--- src/rtl/clk_div_pkg.sv ---
`default_nettype none
// ============================================================================
// Module   : clk_div_pkg
// Brief    : Shared constants for the programmable clock divider.
// Revision : 1.0
// ============================================================================
package clk_div_pkg;

    localparam int unsigned c_RATIO_WIDTH_DEFAULT = 8;
    // Smallest ratio that actually divides; anything below falls back to bypass.
    localparam int unsigned c_MIN_ACTIVE_RATIO    = 2;

endpackage : clk_div_pkg
`default_nettype wire

--- src/rtl/clk_div_if.sv ---
`default_nettype none
// ============================================================================
// Module   : clk_div_if
// Brief    : Control/output bundle of the clock divider.
// Revision : 1.0
// ============================================================================
interface clk_div_if
    import clk_div_pkg::*;
#(
    parameter int RATIO_WIDTH = c_RATIO_WIDTH_DEFAULT
);

    logic                   i_clk_en;
    logic [RATIO_WIDTH-1:0] i_div_ratio;
    logic                   o_div_clk;

    modport master (
        output i_clk_en,
        output i_div_ratio,
        input  o_div_clk
    );

    modport slave (
        input  i_clk_en,
        input  i_div_ratio,
        output o_div_clk
    );

endinterface : clk_div_if
`default_nettype wire

--- src/rtl/clk_div_mux2.sv ---
`default_nettype none
// ============================================================================
// Module   : clk_div_mux2
// Brief    : Two-input clock mux; swappable for a glitch-free library cell.
// Revision : 1.0
// ============================================================================
module clk_div_mux2 (
    input  wire logic i_clk0,
    input  wire logic i_clk1,
    input  wire logic i_sel,
    output wire logic o_clk
);

    assign o_clk = i_sel ? i_clk1 : i_clk0;

endmodule : clk_div_mux2
`default_nettype wire

--- src/rtl/clk_div.sv ---
`default_nettype none
// ============================================================================
// Module   : clk_div
// Brief    : Programmable integer clock divider with reference-clock bypass.
// Revision : 1.0
// ============================================================================
module clk_div
    import clk_div_pkg::*;
#(
    parameter int RATIO_WIDTH = c_RATIO_WIDTH_DEFAULT
)(
    input  wire logic  i_ref_clk,
    input  wire logic  i_rst,
    clk_div_if.slave   bus
);

    localparam logic [RATIO_WIDTH-1:0] c_MIN_RATIO = RATIO_WIDTH'(c_MIN_ACTIVE_RATIO);
    localparam logic [RATIO_WIDTH-1:0] c_ONE       = RATIO_WIDTH'(1);

    logic [RATIO_WIDTH-1:0] r_cnt;
    logic                   r_div_q;

    logic                   w_active;
    logic [RATIO_WIDTH-1:0] w_lo_len;
    logic [RATIO_WIDTH-1:0] w_hi_len;
    logic [RATIO_WIDTH-1:0] w_phase_len;
    logic                   w_phase_end;

    assign w_active    = bus.i_clk_en && (bus.i_div_ratio >= c_MIN_RATIO);
    assign w_lo_len    = bus.i_div_ratio >> 1;
    assign w_hi_len    = bus.i_div_ratio - w_lo_len;
    assign w_phase_len = r_div_q ? w_hi_len : w_lo_len;
    // ">=" lets a mid-phase ratio decrease end the phase instead of wrapping.
    assign w_phase_end = (r_cnt >= (w_phase_len - c_ONE));

    always_ff @(posedge i_ref_clk) begin
        if (i_rst || !w_active) begin
            r_cnt   <= '0;
            r_div_q <= 1'b0;
        end else if (w_phase_end) begin
            r_cnt   <= '0;
            r_div_q <= ~r_div_q;
        end else begin
            r_cnt   <= r_cnt + c_ONE;
        end
    end

    clk_div_mux2 u_out_mux (
        .i_clk0 (i_ref_clk),
        .i_clk1 (r_div_q),
        .i_sel  (w_active),
        .o_clk  (bus.o_div_clk)
    );

endmodule : clk_div
`default_nettype wire

--- src/flat_wrapper.sv ---
// flat-port wrapper written by rule: the top's interface ports become plain ports
module clk_div_flat import clk_div_pkg::*;
#(
    parameter int RATIO_WIDTH = c_RATIO_WIDTH_DEFAULT
)
  (i_ref_clk, i_rst, bus_i_clk_en, bus_i_div_ratio, bus_o_div_clk);
  clk_div_if #(.RATIO_WIDTH(RATIO_WIDTH)) bus_i ();
  input  wire logic i_ref_clk;
  input  wire logic i_rst;
  input wire logic [$bits(bus_i.i_clk_en)-1:0] bus_i_clk_en;
  input wire logic [$bits(bus_i.i_div_ratio)-1:0] bus_i_div_ratio;
  output wire logic [$bits(bus_i.o_div_clk)-1:0] bus_o_div_clk;
  assign bus_i.i_clk_en = bus_i_clk_en;
  assign bus_i.i_div_ratio = bus_i_div_ratio;
  assign bus_o_div_clk = bus_i.o_div_clk;
  clk_div #(.RATIO_WIDTH(RATIO_WIDTH)) u_core (.i_ref_clk(i_ref_clk), .i_rst(i_rst), .bus(bus_i));
endmodule
--- config.mk ---
export PLATFORM = sky130hd
export DESIGN_NAME = clk_div_flat
export DESIGN_NICKNAME = d
export VERILOG_FILES = /design/src/rtl/clk_div_pkg.sv /design/src/rtl/clk_div_if.sv /design/src/rtl/clk_div_mux2.sv /design/src/rtl/clk_div.sv /design/src/flat_wrapper.sv
export SDC_FILE = /design/constraint.sdc
export NUM_CORES = 1
export LEC_CHECK = 0
export CAP_MARGIN = 20
export CORE_ASPECT_RATIO = 1.75
export CORE_MARGIN = 3
export CORE_UTILIZATION = 30
export CTS_BUF_LIST = sky130_fd_sc_hd__clkbuf_2
export CTS_CLUSTER_SIZE = 14
export DETAILED_ROUTE_END_ITERATION = 10
export PLACE_DENSITY = 0.46
export SLEW_MARGIN = 15
export SYNTH_ARGS = -nofsm -noshare
export SYNTH_HDL_FRONTEND = slang
export SYNTH_SLANG_ARGS = --single-unit
--- constraint.sdc ---
create_clock -name i_ref_clk -period 4.3 [get_ports i_ref_clk]
set_input_delay 1.29 -clock i_ref_clk [delete_from_list [all_inputs] [get_ports i_ref_clk]]
set_output_delay 1.29 -clock i_ref_clk [all_outputs]
set_load 0.02 [all_outputs]
---- After elaboration in Yosys (flattened, before gate mapping) ----
Cells that the tools add are included.
Widths: inputs -> output; s select.
cells by class
  bitwise operators ....................... 1
  add/subtract/negate cells ............... 3
  muxes and demuxes ....................... 2
  order comparisons ....................... 2
  reductions and logical operators ........ 4
operators by type and width
  cell                 count
  $add 8x1->8 const B  1
  $ge 8x2->1 const B   1
  $ge 8x8->1           1
  $mux 8               1
  $sub 8x1->8 const B  1
  $sub 8x7->8          1
  $reduce_or 2->1      1
  $logic_and 1x1->1    1
  $logic_not 1->1      1
  $logic_or 1x1->1     1
  $mux 1               1
  $not 1->1            1
word-level totals
  word-level logic and storage cells ...... 14
  input bits .............................. 11
  flip-flop bits (word level) ............. 9

---- Depth between registers and ports, before layout ----
Gate-level depths: netlist (run 1).
  word-level depth ........................ 5
  mapped depth ............................ 15
  mapped depth without buffers ............ 15

---- Cells and area by module ----
Synthesis (run 1) repeated with hierarchy kept, for this count alone.
unflattened totals
  cells, all modules ...................... 141
  area total of the unflattened synthesis .. 1184.9 µm²
modules (own cells, without submodules)
  module        instances  cells an instance  area each (µm²)  sequential area each (µm²)
  clk_div       1          140                1169.9           180.2
  clk_div_mux2  1          1                  15.0             0.0

==> results.cfg, run 1 <==
[setup_path]
endpoint_kind = primary output
crit_buf_inv = 4
cp.arrival_ps = 2840
cp_cell_sequence = clkdlybuf4s50_1 -> inv_1 -> buf_4 -> ha_1 -> a21oi_2 -> mux2_2 -> buf_4
cpPeakStageDelay_ps = 470
crit_family = buffers and inverters
critical_path_class = input pin to primary output
cp_max_fo = 3
cpMaxStageDelayCell = clkdlybuf4s50_1
start_kind = input pin
path_common_cell = buf_4
required_ps = 3010

[timing]
max_slew_margin_pct = 65.36
finalCritPeriodShare_pct = 96.08
hold_viol = 0
rsz0062_at_grt = false
layout_min_cycle_time_ps = 4132
skew_ps = 8.373
tns_ps = 0
clock.fmax_mhz = 242.0
finalSetupViolations = 0
drv_slew = 0
worst_pin_slew_ps = 518.9

[floorplan]
initial_core_util_pct = 31.95
die_h_um = 89.05
row_count = 29
fp.dieW_um = 53.46
dieArea_um2 = 4760
boundaryPins = 12
core_um2 = 3701

[synth]
synth_seq_cells = 9
avgSynthCellArea_um2 = 8.327
syn-num-nets = 178
syn-cell-area_um2 = 1182
synth_warnings = 0
postSynthCellCount = 142
yosysSeqAreaShare_pct = 15.24
yosysUniqueCellTypes = 39

[power_and_ir_drop]
power.density_nw_per_um2 = 177.8
swShare_pct = 34.99
p_sw_w = 0.0001110
clockPowerShare_pct = 33.1
vdd_drop_max_mv = 0.1032
internal-power_w = 0.0002063
seqPwrFrac_pct = 26.9
p_leak_nw = 0.8329
pwr-share-comb_pct = 40.0

[global_routing]
grt_max_degree = 15
track_usage_pct = 13.90
grt_pass1_wl_um = 4754
grt_pass1_vias = 1142
antenna_found_initial = 0
grt_overflow = 0

[cells_and_area]
final_common_cell = buf_4
syn_to_final_growth_pct = 50.90
final_cells = 237
drive_gt1_share_pct = 38.74
insertedDiodeCount = 0
final_cell_mix = 31 x buf_4, 18 x ha_1, 12 x inv_1
finalNetCount = 228

[detailed_routing]
ant_nets = 0
num_vias = 1151
dr.first_iter.drc_count = 28
drc = 0
post_drt_wl_per_cell_um = 12.22
drtPass1Iterations = 4
avgViaCountPerCell = 4.857
routed_wl_um = 2895

[place]
gp_congestion = 0.8034
dpl.hpwl_um = 2364
portBuffers = 11
placed_cells = 229

[clock_network]
cts_tree = built
clock_latency_ps = 350
hold_buffers = 0
clk_pin_slew_ps = 100

[run]
cap_violations = 0

[status]
outcome = finished clean

[min_path]
min_path_type = register to register
## power groups by stage
stage	logic, W	registers, W	clock network (W)
floorplan	0.0000568	0.0000868	0.0000146
global placement	0.000104	0.0000872	0.0000257
detailed placement	0.000106	0.0000873	0.0000257
CTS	0.000115	0.0000853	0.000110
global route	0.000141	0.0000855	0.000120
finish	0.000127	0.0000853	0.000105
## worst paths after layout
kind                                     from                    endpoint  slack (ps)  depth (start not counted)
setup / recovery           bus_i_div_ratio[6]               bus_o_div_clk         170                          7
setup reg to reg  u_core.r_div_q$_SDFFE_PP0P_  u_core.r_cnt[5]$_SDFF_PP0_        1270                         13
hold / removal     u_core.r_cnt[0]$_SDFF_PP0_  u_core.r_cnt[0]$_SDFF_PP0_         470                          1
hold reg to reg    u_core.r_cnt[0]$_SDFF_PP0_  u_core.r_cnt[0]$_SDFF_PP0_         470                          1
## synthesized netlist by cell type, drive strengths merged
cell type	n	area share, %
ha	24	25
inv	15	4.8
nor2	13	4.1
dfxtp	9	15
nand3	8	3.4
xor2	7	5.2
a21oi	6	2.5
nand2	6	1.9
xnor2	6	4.4
o21ai	5	2.1
and2	4	2.1
a2111oi	3	2.9
a21o	3	1.9
and3	3	1.6
and3b	3	2.2
mux2i	3	2.5
mux2	2	1.9
nand2b	2	1.1
nand4	2	1.1
nor2b	2	1.1
nor3	2	1.3
a211oi	1	0.64
a21boi	1	0.64
a221oi	1	1.3
a31oi	1	0.53
buf	1	0.42
fa	1	1.7
nand3b	1	0.64
nor4b	1	0.74
o21a	1	0.64
o21bai	1	0.64
o221ai	1	0.74
o311ai	1	1.4
o41ai	1	0.74
or2b	1	0.64
## repair_timing
item | in CTS | in global routing
pin swaps | 8 | 14
resized for setup | 21 | 27
setup endpoints to repair | 10 | 10
buffers inserted | 0 | 1
## state kept, by name, indices dropped and copies added (netlist names)
| register | cells |
|---|---|
| u_core.r_div_q | 1 |
| u_core.r_cnt | 8 |
## routing by layer
layer	up-vias	global-route usage [%]	wire [um]
li1	601	-	-
met2	16	25.14	1694
met3	5	2.003	72
met4	0	10.93	89
met1	529	13.39	1039
met5	-	0	0
## layout make-up
class,count,area (um^2)
clock buffer,7,37.54
clock inverter,1,5.005
fill,384,1917
inverter,15,56.30
multi-input combinational,117,1092
sequential,9,180.2
tap,46,57.56
timing repair buffer,42,355.3
## metrics by stage
step	hold slack [ps]	cell area [um^2]	power (W)	setup WS, ps	utilization [%]
global route	489.1	1784	0.0003465	40.38	48.21
global placement	445.8	1578	0.0002173	-603.0	42.63
floorplan	425.8	1182	0.0001583	214.8	-
CTS	478.8	1664	0.0003099	7.357	44.96
detailed placement	453.4	1578	0.0002190	-636.9	42.63
finish	474.4	1784	0.0003173	168.4	48.21
## cell families (layout without fill, tap and decap cells)
| family | after synthesis | count (layout) | synth area share [%] |
|---|---|---|---|
| simple gates | 48 | 48 | 21.80 |
| fa+ha+maj | 25 | 25 | 27.09 |
| buf+inv | 16 | 65 | 5.184 |
| compound gates | 26 | 26 | 16.61 |
| flops | 9 | 9 | 15.24 |
| mux | 5 | 5 | 4.444 |
| xor+xnor | 13 | 13 | 9.630 |
Power figures use the tool's default switching activity.
==> inputs of run 2 (changes only) <==
--- a/config.mk
+++ b/config.mk
@@ -5,14 +5,15 @@
 export SDC_FILE = /design/constraint.sdc
 export NUM_CORES = 1
 export LEC_CHECK = 0
+export ABC_CLOCK_PERIOD_IN_PS = 4300
 export CAP_MARGIN = 20
 export CORE_ASPECT_RATIO = 1.75
 export CORE_MARGIN = 3
-export CORE_UTILIZATION = 30
+export CORE_UTILIZATION = 40
 export CTS_BUF_LIST = sky130_fd_sc_hd__clkbuf_2
 export CTS_CLUSTER_SIZE = 14
 export DETAILED_ROUTE_END_ITERATION = 10
-export PLACE_DENSITY = 0.46
+export PLACE_DENSITY = 0.59
 export SLEW_MARGIN = 15
 export SYNTH_ARGS = -nofsm -noshare
 export SYNTH_HDL_FRONTEND = slang
==> results.cfg, run 2 (synthesized netlist as in run 1, its figures left out) <==
[floorplan]
initial_core_util_pct = 42.95
row_count = 25
die_h_um = 77.92
fp.dieW_um = 47.10
boundaryPins = 12
dieArea_um2 = 3670
core_um2 = 2753

[setup_path]
cp_cell_sequence = dlygate4sd2_1 -> ha_1 -> nor2b_1 -> o311ai_4 -> a21oi_2 -> o41ai_2 -> buf_4 -> mux2i_2 -> xor2_1 -> ha_1 -> and3_4 -> o21ai_2 -> o21a_1 -> nand3_2 -> buf_6 -> nor2_1
cpMaxStageDelayCell = ha_1
cp.arrival_ps = 4420
start_kind = input pin
cpPeakStageDelay_ps = 320
endpoint_kind = register
r2r.worst_path.cells = 12
regToRegSetupSlack_ps = 1240
crit_cells = 16
path_common_cell = ha_1
crit_buf_inv = 3
cp_max_fo = 8
required_ps = 4570
crit_family = compound AO/OA/AOI/OAI gates
critical_path_class = input pin to register

[clock_network]
cts_tree = built
clk_pin_slew_ps = 80
clock_latency_ps = 330

[power_and_ir_drop]
p_sw_w = 0.0001108
clockPowerShare_pct = 34.4
seqPwrFrac_pct = 26.0
internal-power_w = 0.0002171
vdd_drop_max_mv = 0.1468
power.density_nw_per_um2 = 182.8
p_leak_nw = 0.8247
pwr-share-comb_pct = 39.5
swShare_pct = 33.79

[cells_and_area]
top_register = u_core.r_cnt
top_regs = u_core.r_cnt: 8 flops, u_core.r_div_q: 1 flops
final_core_utilization_pct = 65.14
final_common_cell = buf_4
final_cell_mix = 27 x buf_4, 17 x ha_1, 12 x inv_1
fin_area_um2 = 1793
finalNetCount = 226
insertedDiodeCount = 0
fillers = 243
drive_gt1_share_pct = 40.21
syn_to_final_growth_pct = 51.64
largest_reg_flops = 8

[place]
place_area_um2 = 1531
gp_congestion = 0.8981
portBuffers = 11
dpl.hpwl_um = 2352

[min_path]
min_path_type = register to register
holdPathStages = 1

[global_routing]
grt_max_degree = 15
grt_pass1_wl_um = 4678
track_usage_pct = 17.44
grt_pass1_vias = 1233
grt_overflow = 0
antenna_found_initial = 0

[detailed_routing]
num_vias = 1175
avgViaCountPerCell = 5.440
routed_wl_um = 2965
drc = 0
ant_nets = 0
post_drt_wl_per_cell_um = 13.73
drtPass1Iterations = 4
dr.first_iter.drc_count = 23

[timing]
clock.fmax_mhz = 240.8
finalCritPeriodShare_pct = 96.59
skew_ps = 5.419
layout_min_cycle_time_ps = 4154
max_slew_margin_pct = 64.81
drv_slew = 0
finalSetupViolations = 0
hold_viol = 0
worst_pin_slew_ps = 527.1

[run]
cap_violations = 0

[status]
outcome = finished clean
[run 2: power by group through the flow]
| stage | combinational (W) | sequential [W] | clock [W] |
|---|---|---|---|
| finish | 0.000130 | 0.0000853 | 0.000113 |
| global route | 0.000142 | 0.0000855 | 0.000125 |
| CTS | 0.000111 | 0.0000853 | 0.000104 |
| detailed placement | 0.000104 | 0.0000873 | 0.0000257 |
| global placement | 0.000101 | 0.0000872 | 0.0000257 |
| floorplan | 0.0000568 | 0.0000868 | 0.0000146 |
[run 2: worst reg2reg max path, delay by kind of cell, from the launching register on]
kind            cells  cell delay [ps]
compound gates      4              950
xor+xnor            1              140
simple gates        3              350
flops               1              660
buf+inv             3              600
fa+ha+maj           1              270
[run 2: area by class of cell]
cell class	instances	area (um^2)	share of cell area, %
multi-input combinational	117	1132	63.15
sequential	9	180.2	10.05
clock buffer	8	46.29	2.582
tap	27	33.78	1.884
inverter	15	56.30	3.140
timing repair buffer	40	344.1	19.19
[run 2: metal layers]
layer	global-route usage, %	part of all wire, %	up-vias	wire [um]
met5	0	0	-	0
met4	13.57	1.3	0	40
met3	4.176	2.0	6	59
met2	30.79	62	15	1840
met1	15.04	35	562	1025
li1	-	-	592	-
[run 2: repair_timing]
action,4_1_cts,5_1_grt
buffers inserted,0,2
gates resized for setup,18,40
pin swaps,8,17
endpoints found under the setup margin,10,10
hold buffers,0,0
[run 2: final timing paths]
check,endpoint,start
min,u_core.r_cnt[0]$_SDFF_PP0_,u_core.r_cnt[0]$_SDFF_PP0_
max reg2reg,u_core.r_div_q$_SDFFE_PP0P_,u_core.r_div_q$_SDFFE_PP0P_
max,u_core.r_cnt[4]$_SDFF_PP0_,bus_i_div_ratio[1]
min reg2reg,u_core.r_cnt[0]$_SDFF_PP0_,u_core.r_cnt[0]$_SDFF_PP0_
[run 2: through the flow]
step | worst slack [ps] | hold slack [ps] | setup TNS [ps] | instances | total power, W
after floorplan | 214.8 | 425.8 | 0 | 142 | 0.0001583
after global placement | -549.1 | 443.0 | -3957 | 207 | 0.0002141
after detailed placement | -553.4 | 455.3 | -4554 | 207 | 0.0002174
after CTS | 5.868 | 475.3 | 0 | 214 | 0.0003009
after global routing | -33.36 | 505.0 | -33.36 | 216 | 0.0003522
final | 146.4 | 470.7 | 0 | 216 | 0.0003278
